File: config.mk
export PLATFORM = sky130hd
export DESIGN_NAME = mux4to1_rr
export DESIGN_NICKNAME = d
export VERILOG_FILES = /design/src/rtl/mux4_pkg.sv /design/src/rtl/mux4to1_rr_arb4.sv /design/src/rtl/mux4to1_rr.sv
export SDC_FILE = /design/constraint.sdc
export NUM_CORES = 1
export LEC_CHECK = 0
export ABC_AREA = 0
export BUFFER_PORTS_ARGS = -buffer_cell sky130_fd_sc_hd__buf_2
export CAP_MARGIN = 0
export CORE_UTILIZATION = 45
export DETAILED_ROUTE_END_ITERATION = 8
export HOLD_SLACK_MARGIN = 0.12
export PLACE_DENSITY = 0.82
export SYNTH_ARGS = -nofsm -noshare
export SYNTH_HDL_FRONTEND = slang
export SYNTH_SLANG_ARGS = --single-unit
File: constraint.sdc
create_clock -name CLK -period 2.49 [get_ports CLK]
set_input_delay 0.249 -clock CLK [delete_from_list [all_inputs] [get_ports CLK]]
set_output_delay 0.249 -clock CLK [all_outputs]
set_load 0.05 [all_outputs]
File: src/rtl/mux4_pkg.sv
// Shared channel-index type and round-robin helper for the 4-to-1 stream mux.
package mux4_pkg;

    localparam int NUM_CH = 4;
    localparam int SEL_W  = 2;

    typedef logic [SEL_W-1:0] sel_t;

    function automatic sel_t rr_next(input sel_t x);
        return x + sel_t'(1);
    endfunction

endpackage

File: src/rtl/mux4to1_rr_arb4.sv
// Combinational round-robin arbiter: scans req_i starting at ptr_i and grants the first hit.
module rr_arb4
    import mux4_pkg::*;
(
    input  logic [NUM_CH-1:0] req_i,
    input  sel_t              ptr_i,
    input  logic              en_i,
    output logic [NUM_CH-1:0] gnt_o,
    output sel_t              sel_o,
    output logic              gnt_valid_o
);

    logic found_s;
    sel_t idx_s;

    // Priority scan from the pointer, wrapping modulo four.
    always_comb begin
        found_s = 1'b0;
        sel_o   = sel_t'(0);
        idx_s   = sel_t'(0);
        for (int k = 0; k < NUM_CH; k++) begin
            idx_s = ptr_i + sel_t'(k);
            if (!found_s && req_i[idx_s]) begin
                found_s = 1'b1;
                sel_o   = idx_s;
            end else begin
                found_s = found_s;
            end
        end
        gnt_valid_o = en_i && found_s;
        if (gnt_valid_o) begin
            gnt_o = 4'b0001 << sel_o;
        end else begin
            gnt_o = 4'b0000;
        end
    end

endmodule

File: src/rtl/mux4to1_rr.sv
// 4-to-1 valid/ready stream mux with round-robin arbitration and a registered output.
// Optional packet lock (IN_LAST/OUT_LAST) is enabled by defining MUX4TO1_PKT_LOCK_EN.
module mux4to1_rr
    import mux4_pkg::*;
#(
    parameter int WIDTH = 8
) (
    input  logic                   CLK,
    input  logic                   RST,
    input  logic [NUM_CH-1:0]      IN_VALID,
    input  logic [NUM_CH*WIDTH-1:0] IN_DATA,
    output logic [NUM_CH-1:0]      IN_READY,
    output logic                   OUT_VALID,
    output logic [WIDTH-1:0]       OUT_DATA,
    output logic [SEL_W-1:0]       OUT_SEL,
    input  logic                   OUT_READY
`ifdef MUX4TO1_PKT_LOCK_EN
    ,
    input  logic [NUM_CH-1:0]      IN_LAST,
    output logic                   OUT_LAST
`endif
);

    logic              out_valid_q, out_valid_d;
    logic [WIDTH-1:0]  out_data_q, out_data_d;
    sel_t              out_sel_q, out_sel_d;
    sel_t              ptr_q, ptr_d;
    logic              load_s;
    logic              arb_en_s;
    logic [NUM_CH-1:0] req_s;
    logic [NUM_CH-1:0] gnt_s;
    sel_t              gnt_sel_s;
    logic              gnt_valid_s;
`ifdef MUX4TO1_PKT_LOCK_EN
    logic              lock_q, lock_d;
    sel_t              lock_ch_q, lock_ch_d;
    logic              out_last_q, out_last_d;
`endif

    // Load when the output register is empty or draining; never grant while in reset.
    always_comb begin
        load_s   = !out_valid_q || OUT_READY;
        arb_en_s = load_s && !RST;
`ifdef MUX4TO1_PKT_LOCK_EN
        if (lock_q) begin
            req_s = IN_VALID & (4'b0001 << lock_ch_q);
        end else begin
            req_s = IN_VALID;
        end
`else
        req_s = IN_VALID;
`endif
    end

    rr_arb4 u_arb (
        .req_i       (req_s),
        .ptr_i       (ptr_q),
        .en_i        (arb_en_s),
        .gnt_o       (gnt_s),
        .sel_o       (gnt_sel_s),
        .gnt_valid_o (gnt_valid_s)
    );

    assign IN_READY  = gnt_s;
    assign OUT_VALID = out_valid_q;
    assign OUT_DATA  = out_data_q;
    assign OUT_SEL   = out_sel_q;
`ifdef MUX4TO1_PKT_LOCK_EN
    assign OUT_LAST  = out_last_q;
`endif

    // Next-state for output register, pointer and packet lock.
    always_comb begin
        out_valid_d = out_valid_q;
        out_data_d  = out_data_q;
        out_sel_d   = out_sel_q;
        ptr_d       = ptr_q;
`ifdef MUX4TO1_PKT_LOCK_EN
        lock_d      = lock_q;
        lock_ch_d   = lock_ch_q;
        out_last_d  = out_last_q;
`endif
        if (gnt_valid_s) begin
            out_valid_d = 1'b1;
            out_data_d  = IN_DATA[gnt_sel_s*WIDTH +: WIDTH];
            out_sel_d   = gnt_sel_s;
`ifdef MUX4TO1_PKT_LOCK_EN
            // Pointer moves only when a packet finishes, so a locked burst is one turn.
            out_last_d = IN_LAST[gnt_sel_s];
            if (IN_LAST[gnt_sel_s]) begin
                lock_d = 1'b0;
                ptr_d  = rr_next(gnt_sel_s);
            end else begin
                lock_d    = 1'b1;
                lock_ch_d = gnt_sel_s;
            end
`else
            ptr_d = rr_next(gnt_sel_s);
`endif
        end else if (load_s) begin
            out_valid_d = 1'b0;
        end else begin
            out_valid_d = out_valid_q;
        end
    end

    // State registers with asynchronous reset.
    always_ff @(posedge CLK or posedge RST) begin
        if (RST) begin
            out_valid_q <= 1'b0;
            out_data_q  <= '0;
            out_sel_q   <= sel_t'(0);
            ptr_q       <= sel_t'(0);
`ifdef MUX4TO1_PKT_LOCK_EN
            lock_q      <= 1'b0;
            lock_ch_q   <= sel_t'(0);
            out_last_q  <= 1'b0;
`endif
        end else begin
            out_valid_q <= out_valid_d;
            out_data_q  <= out_data_d;
            out_sel_q   <= out_sel_d;
            ptr_q       <= ptr_d;
`ifdef MUX4TO1_PKT_LOCK_EN
            lock_q      <= lock_d;
            lock_ch_q   <= lock_ch_d;
            out_last_q  <= out_last_d;
`endif
        end
    end

endmodule

## Yosys cells after proc, flatten, opt, wreduce, memory -nomap -nowiden

Cells that the tools add are included.

- Add/subtract/negate cells: 4
- Magnitude comparators: 4
- Shift operators: 2
- Mux-type cells: 19
- Reduce and logical (&&, ||, !) cells: 12

Operators by type and width:

| kind | count |
|---|---|
| $shiftx A32 B6 Y8 | 1 |
| $lt A2 B3 Y1 const B | 4 |
| $mux W1 | 10 |
| $bmux W1 S2 | 4 |
| $mux W2 | 4 |
| $logic_and A1 B1 Y1 | 5 |
| $logic_not A1 Y1 | 5 |
| $add A2 B1 Y2 const B | 2 |
| $add A2 B2 Y2 const B | 2 |
| $mux W4 | 1 |
| $shl A1 B2 Y4 const A | 1 |
| $reduce_bool A2 Y1 | 1 |
| $logic_or A1 B1 Y1 | 1 |

- Register bits: 13
- Input port bits: 39

## Depth between registers and ports, before layout

- Depth after elaboration: 14
- Depth in mapped cells: 7

## Hierarchy

A second synthesis with hierarchy kept.

- Cell total of the unflattened synthesis: 83
- Area total of the unflattened synthesis: 878.3 µm²

Modules (own cells, without submodules):

| module | instances | cells an instance | area an instance (µm²) |
|---|---|---|---|
| mux4to1_rr | 1 | 63 | 732.0 |
| rr_arb4 | 1 | 20 | 146.4 |

## Least setup slack after synthesis

No wires, ideal clock.

- Path kind: register -> output
- Start point: register out_valid_q (netlist: OUT_VALID)
- End point: output port IN_READY[2]
- Arrival: 2014 ps
- Path slack: 227 ps
- Stages on the path, launching flop included: 7
- Cells stage by stage: dfrtp_1 > nand2b_1 > nor3b_4 > buf_4 > buf_6 > nand2_1 > nor2_1

- Cells in the longest elaborated chain, start to end: 5

Ends and longest elaborated chain:

| item | line | RTL |
|---|---|---|
| start: declaration | mux4to1_rr.sv:24 | `logic out_valid_q, out_valid_d;` |
| start signal: assignment | mux4to1_rr.sv:120 | `out_valid_q <= out_valid_d;` |
| $logic_not A1 Y1 | mux4to1_rr.sv:42 | `load_s = !out_valid_q \|\| OUT_READY;` |
| $logic_or A1 B1 Y1 | mux4to1_rr.sv:42 |  |
| $logic_and A1 B1 Y1 | mux4to1_rr.sv:43 | `arb_en_s = load_s && !RST;` |
| $logic_and A1 B1 Y1 | mux4to1_rr_arb4.sv:30 | `gnt_valid_o = en_i && found_s;` |
| $mux W4 | mux4to1_rr_arb4.sv:31 | `if (gnt_valid_o) begin` |
| end: declaration | mux4to1_rr.sv:12 | `output logic [NUM_CH-1:0] IN_READY,` |

No other way between the ends.

## Worst setup path in the final report

- Start point: register ptr_q[0]
- End point: output port IN_READY[2]

- Cells in the longest elaborated chain, start to end: 14
- Elaborated cells between the ends (all ways): 28
- Those cells by class: 3 x add/sub; 1 x shift; 17 x mux; 7 x reduce/logical

Ends and longest elaborated chain:

| item | line | RTL |
|---|---|---|
| start: declaration | mux4to1_rr.sv:27 | `sel_t ptr_q, ptr_d;` |
| start signal: assignment | mux4to1_rr.sv:113 | `ptr_q <= sel_t'(0);` |
| start signal: assignment | mux4to1_rr.sv:123 | `ptr_q <= ptr_d;` |
| parallel branches: the longest is 13 deep, another holds $add A2 B1 Y2 | -- |  |
| $mux W4 (*) | mux4to1_rr_arb4.sv:31 |  |

Mark *: on every way between the ends. The select of a mux whose other input is x is not followed.

==> impl_metrics.xml <==
<?xml version="1.0" encoding="UTF-8"?>
<metrics>
  <group name="floorplan">
    <metric name="rows" unit="">16</metric>
    <metric name="top_level_ports" unit="">54</metric>
    <metric name="initial_utilization" unit="%">47.6</metric>
    <metric name="die-width" unit="µm">47.3</metric>
    <metric name="die_h" unit="µm">47.3</metric>
    <metric name="core" unit="µm²">1940</metric>
    <metric name="die-area" unit="µm²">2240</metric>
  </group>
  <group name="finish">
    <metric name="multi_input_area" unit="µm²">543</metric>
    <metric name="layout.nets" unit="">193</metric>
    <metric name="mostFrequentLayoutCells" unit="">buf_2, dfrtp_1, mux2i_1</metric>
    <metric name="final_util" unit="%">64.3</metric>
    <metric name="layout-drive-gt1-share" unit="%">45.1</metric>
    <metric name="area_delta_synth_final" unit="%">35.0</metric>
    <metric name="number_of_fill_cells" unit="">174</metric>
    <metric name="antenna_cells" unit="">0</metric>
    <metric name="layoutNonFillerInstCount" unit="">180</metric>
    <metric name="layout.cells.most_common" unit="">buf_2</metric>
    <metric name="layout.area.seq" unit="µm²">325</metric>
  </group>
  <group name="place">
    <metric name="place.port_buffers" unit="">53</metric>
    <metric name="post-place-cells" unit="">173</metric>
    <metric name="gp_routability_congestion" unit="">0.767</metric>
    <metric name="dpl_worst_slack" unit="ps">496</metric>
    <metric name="dpl.hpwl" unit="µm">1690</metric>
  </group>
  <group name="pwr">
    <metric name="power_density" unit="nW/µm²">1030</metric>
    <metric name="p_leak" unit="nW">0.612</metric>
    <metric name="max-vdd-ir-drop" unit="mV">0.582</metric>
  </group>
  <group name="synth">
    <metric name="yosys_reg_bits" unit="">13</metric>
    <metric name="post_synth_mux_area_share" unit="%">9.74</metric>
    <metric name="ys_async_sr_fraction" unit="%">100</metric>
    <metric name="syn_area" unit="µm²">925</metric>
    <metric name="netlist-cell-type-count" unit="">26</metric>
    <metric name="synth_simple_gate_area_share" unit="%">24.1</metric>
    <metric name="yosysWarningCount" unit="">0</metric>
    <metric name="synth_compound_gate_area_share" unit="%">24.0</metric>
    <metric name="synthesis.instances" unit="">95</metric>
    <metric name="main_synth_ff_type" unit="">dfrtp_1</metric>
    <metric name="ys_seq_area_share" unit="%">35.2</metric>
    <metric name="synth-xor-area-share" unit="%">0.947</metric>
    <metric name="postSynthNetCount" unit="">134</metric>
    <metric name="synth_top_family_by_area" unit="">simple AND/OR/NAND/NOR gates</metric>
    <metric name="postSynthAreaPerCell" unit="µm²">9.73</metric>
    <metric name="synth_edf_count" unit="">0</metric>
    <metric name="synth-adder-area-share" unit="%">0</metric>
  </group>
  <group name="clock_tree">
    <metric name="cts_max_level" unit="">1</metric>
    <metric name="worstSkewPairLatency" unit="ps">270</metric>
    <metric name="clkSlewWorstSetupHoldPaths" unit="ps">90</metric>
    <metric name="root_buffer" unit="">clkbuf_4</metric>
    <metric name="tritoncts.num_buffers" unit="">3</metric>
    <metric name="clock-sinks" unit="">13</metric>
    <metric name="ctsResizeCount" unit="">0</metric>
    <metric name="clock_tree_from_tritoncts" unit="">done</metric>
    <metric name="clk_path_buf_depth" unit="">2</metric>
  </group>
  <group name="setup_path">
    <metric name="required" unit="ps">2240</metric>
    <metric name="path_cells" unit="">or2b_1, o221ai_2, nor2_2, nand2_1, nor2_1, buf_2</metric>
    <metric name="critical_path_depth" unit="">6</metric>
    <metric name="cp_max_fo" unit="">10</metric>
    <metric name="worstSetupEndpointType" unit="">primary output</metric>
    <metric name="startpoint_type" unit="">flop</metric>
    <metric name="worst_reg2reg_path_depth" unit="">6</metric>
    <metric name="critical_path.slowest_cell" unit="">dfrtp_1</metric>
    <metric name="critPathTopFamily" unit="">simple AND/OR/NAND/NOR gates</metric>
    <metric name="worstSetupPathType" unit="">flop to primary output</metric>
    <metric name="cp_num_buf_inv" unit="">1</metric>
    <metric name="crit_arrival" unit="ps">2020</metric>
    <metric name="timing.critical_path.slowest_cell_delay" unit="ps">440</metric>
  </group>
  <group name="grt">
    <metric name="grt_start_max_net_pins" unit="">14</metric>
    <metric name="number_of_global_route_vias_before_repair" unit="">799</metric>
    <metric name="grt_remaining_overflow" unit="">0</metric>
    <metric name="grt_pass1_wl" unit="µm">3420</metric>
    <metric name="global_route.usage.total" unit="%">21.6</metric>
    <metric name="antenna_violations_before_repair" unit="">0</metric>
  </group>
  <group name="run_status">
    <metric name="status" unit="">complete, no violations</metric>
  </group>
  <group name="run">
    <metric name="drv_cap" unit="">0</metric>
  </group>
  <group name="detailed_routing">
    <metric name="drtIter0Drc" unit="">17</metric>
    <metric name="antenna_violating_nets_remaining" unit="">0</metric>
    <metric name="vias" unit="">951</metric>
    <metric name="detail_route.drc_violations" unit="">0</metric>
    <metric name="viasPerCell" unit="">5.28</metric>
    <metric name="drt-wirelength-per-cell" unit="µm">12.4</metric>
    <metric name="postRouteWirelength" unit="µm">2220</metric>
    <metric name="detail_route.first_pass.iterations" unit="">4</metric>
  </group>
  <group name="timing">
    <metric name="worst_margin_pin_slew" unit="ps">532</metric>
    <metric name="worst_slew_margin_rel" unit="%">64.5</metric>
    <metric name="rsz_0062_raised_after_global_routing" unit="">no</metric>
    <metric name="timing_max_transition_violations_final" unit="">0</metric>
    <metric name="final_period_minus_worst_setup_slack" unit="ps">2270</metric>
    <metric name="layout_worst_path_cycle_share" unit="%">91.3</metric>
    <metric name="setup_viol" unit="">0</metric>
    <metric name="finalClockSkew" unit="ps">7.20</metric>
    <metric name="totalNegativeSetupSlack" unit="ps">0</metric>
    <metric name="max_clk_rate" unit="MHz">440</metric>
    <metric name="fin_ws" unit="ps">216</metric>
    <metric name="final_hold_viol_count" unit="">0</metric>
  </group>
  <group name="hold_path">
    <metric name="hold-path-cell-count" unit="">3</metric>
    <metric name="worst_hold_path_type" unit="">input pin to flop</metric>
  </group>
</metrics>
[stage by stage]
step                hold slack [ps]  instance area, µm²  total power [mW]
finish                          211                1250              1.28
detailed placement              357                1200              1.15
floorplan                       126                 925             0.987
global route                    221                1250              1.38
CTS                             209                1230              1.29
global placement                340                1200              1.13
[registers in the layout, summed over array words and instances (netlist names)]
name,flops
ptr_q,2
OUT_VALID,1
OUT_DATA,8
OUT_SEL,2
[cell usage after synthesis (all sizes together) (2+ instances only)]
| cell | n | area share [%] |
|---|---|---|
| o21ai | 4 | 2.6 |
| o2bb2ai | 2 | 3.2 |
| nor2 | 9 | 4.2 |
| nor3b | 2 | 3.4 |
| o211ai | 8 | 6.5 |
| nand2 | 4 | 1.6 |
| nand3 | 8 | 4.3 |
| a41oi | 8 | 7.6 |
| mux2i | 9 | 9.7 |
| a21oi | 3 | 1.6 |
| buf | 4 | 4.5 |
| nor2b | 6 | 4.1 |
| dfrtp | 13 | 35 |
| and2b | 2 | 1.6 |
| inv | 4 | 1.6 |
| nand2b | 3 | 2.0 |
[tightest hold or removal path, cell delays in order]
cell	delay [ps]
buf_2	70
nand3_1	50
o211ai_1	70
[kinds of logic (layout without fill, tap and decap cells)]
family	count (synthesis)	after routing
and+or+nand+nor	37	37
AOI/OAI and AO/OA	27	27
DFF	13	13
muxes	9	9
buffers and inverters	8	66
xor gates and xnor gates	1	1
[layer usage]
layer	up-vias	global-route usage (%)	wire length [µm]
met5	-	0	0
met4	0	8.57	14
met3	2	3.08	148
met2	39	34.2	1130
met1	437	29.5	928
li1	473	-	-
[path summary, 6_finish.rpt]
check / slack, ps / end / start
setup / recovery: 220 / IN_READY[2] / ptr_q[0]
hold / removal: 210 / OUT_DATA[6] / IN_DATA[22]
setup reg to reg: 450 / OUT_DATA[7] / ptr_q[1]
hold reg to reg: 520 / OUT_VALID / OUT_VALID
max in group asynchronous: 1540 / ptr_q[1] / RST
min in group asynchronous: 590 / OUT_DATA[3] / RST
[timing repair]
item                                    4_1_cts  5_1_grt
endpoints found under the setup margin        0        2
setup buffers                                 0        2
hold buffers                                  1        0
endpoints found under the hold margin        13        0
[power by group]
group | switching (mW) | internal, mW
sequential | 0.0546 | 0.296
combinational | 0.544 | 0.257
clock | 0.0717 | 0.0619
[cell type report]
type | instances | area share [%]
clock buffers | 4 | 2.10
multi-input cells | 74 | 43.5
repair buffers | 58 | 24.4
inverters | 4 | 1.20
flip-flops and latches | 13 | 26.1
well taps | 27 | 2.71
Note: power is estimated with default switching activity, not from simulation.
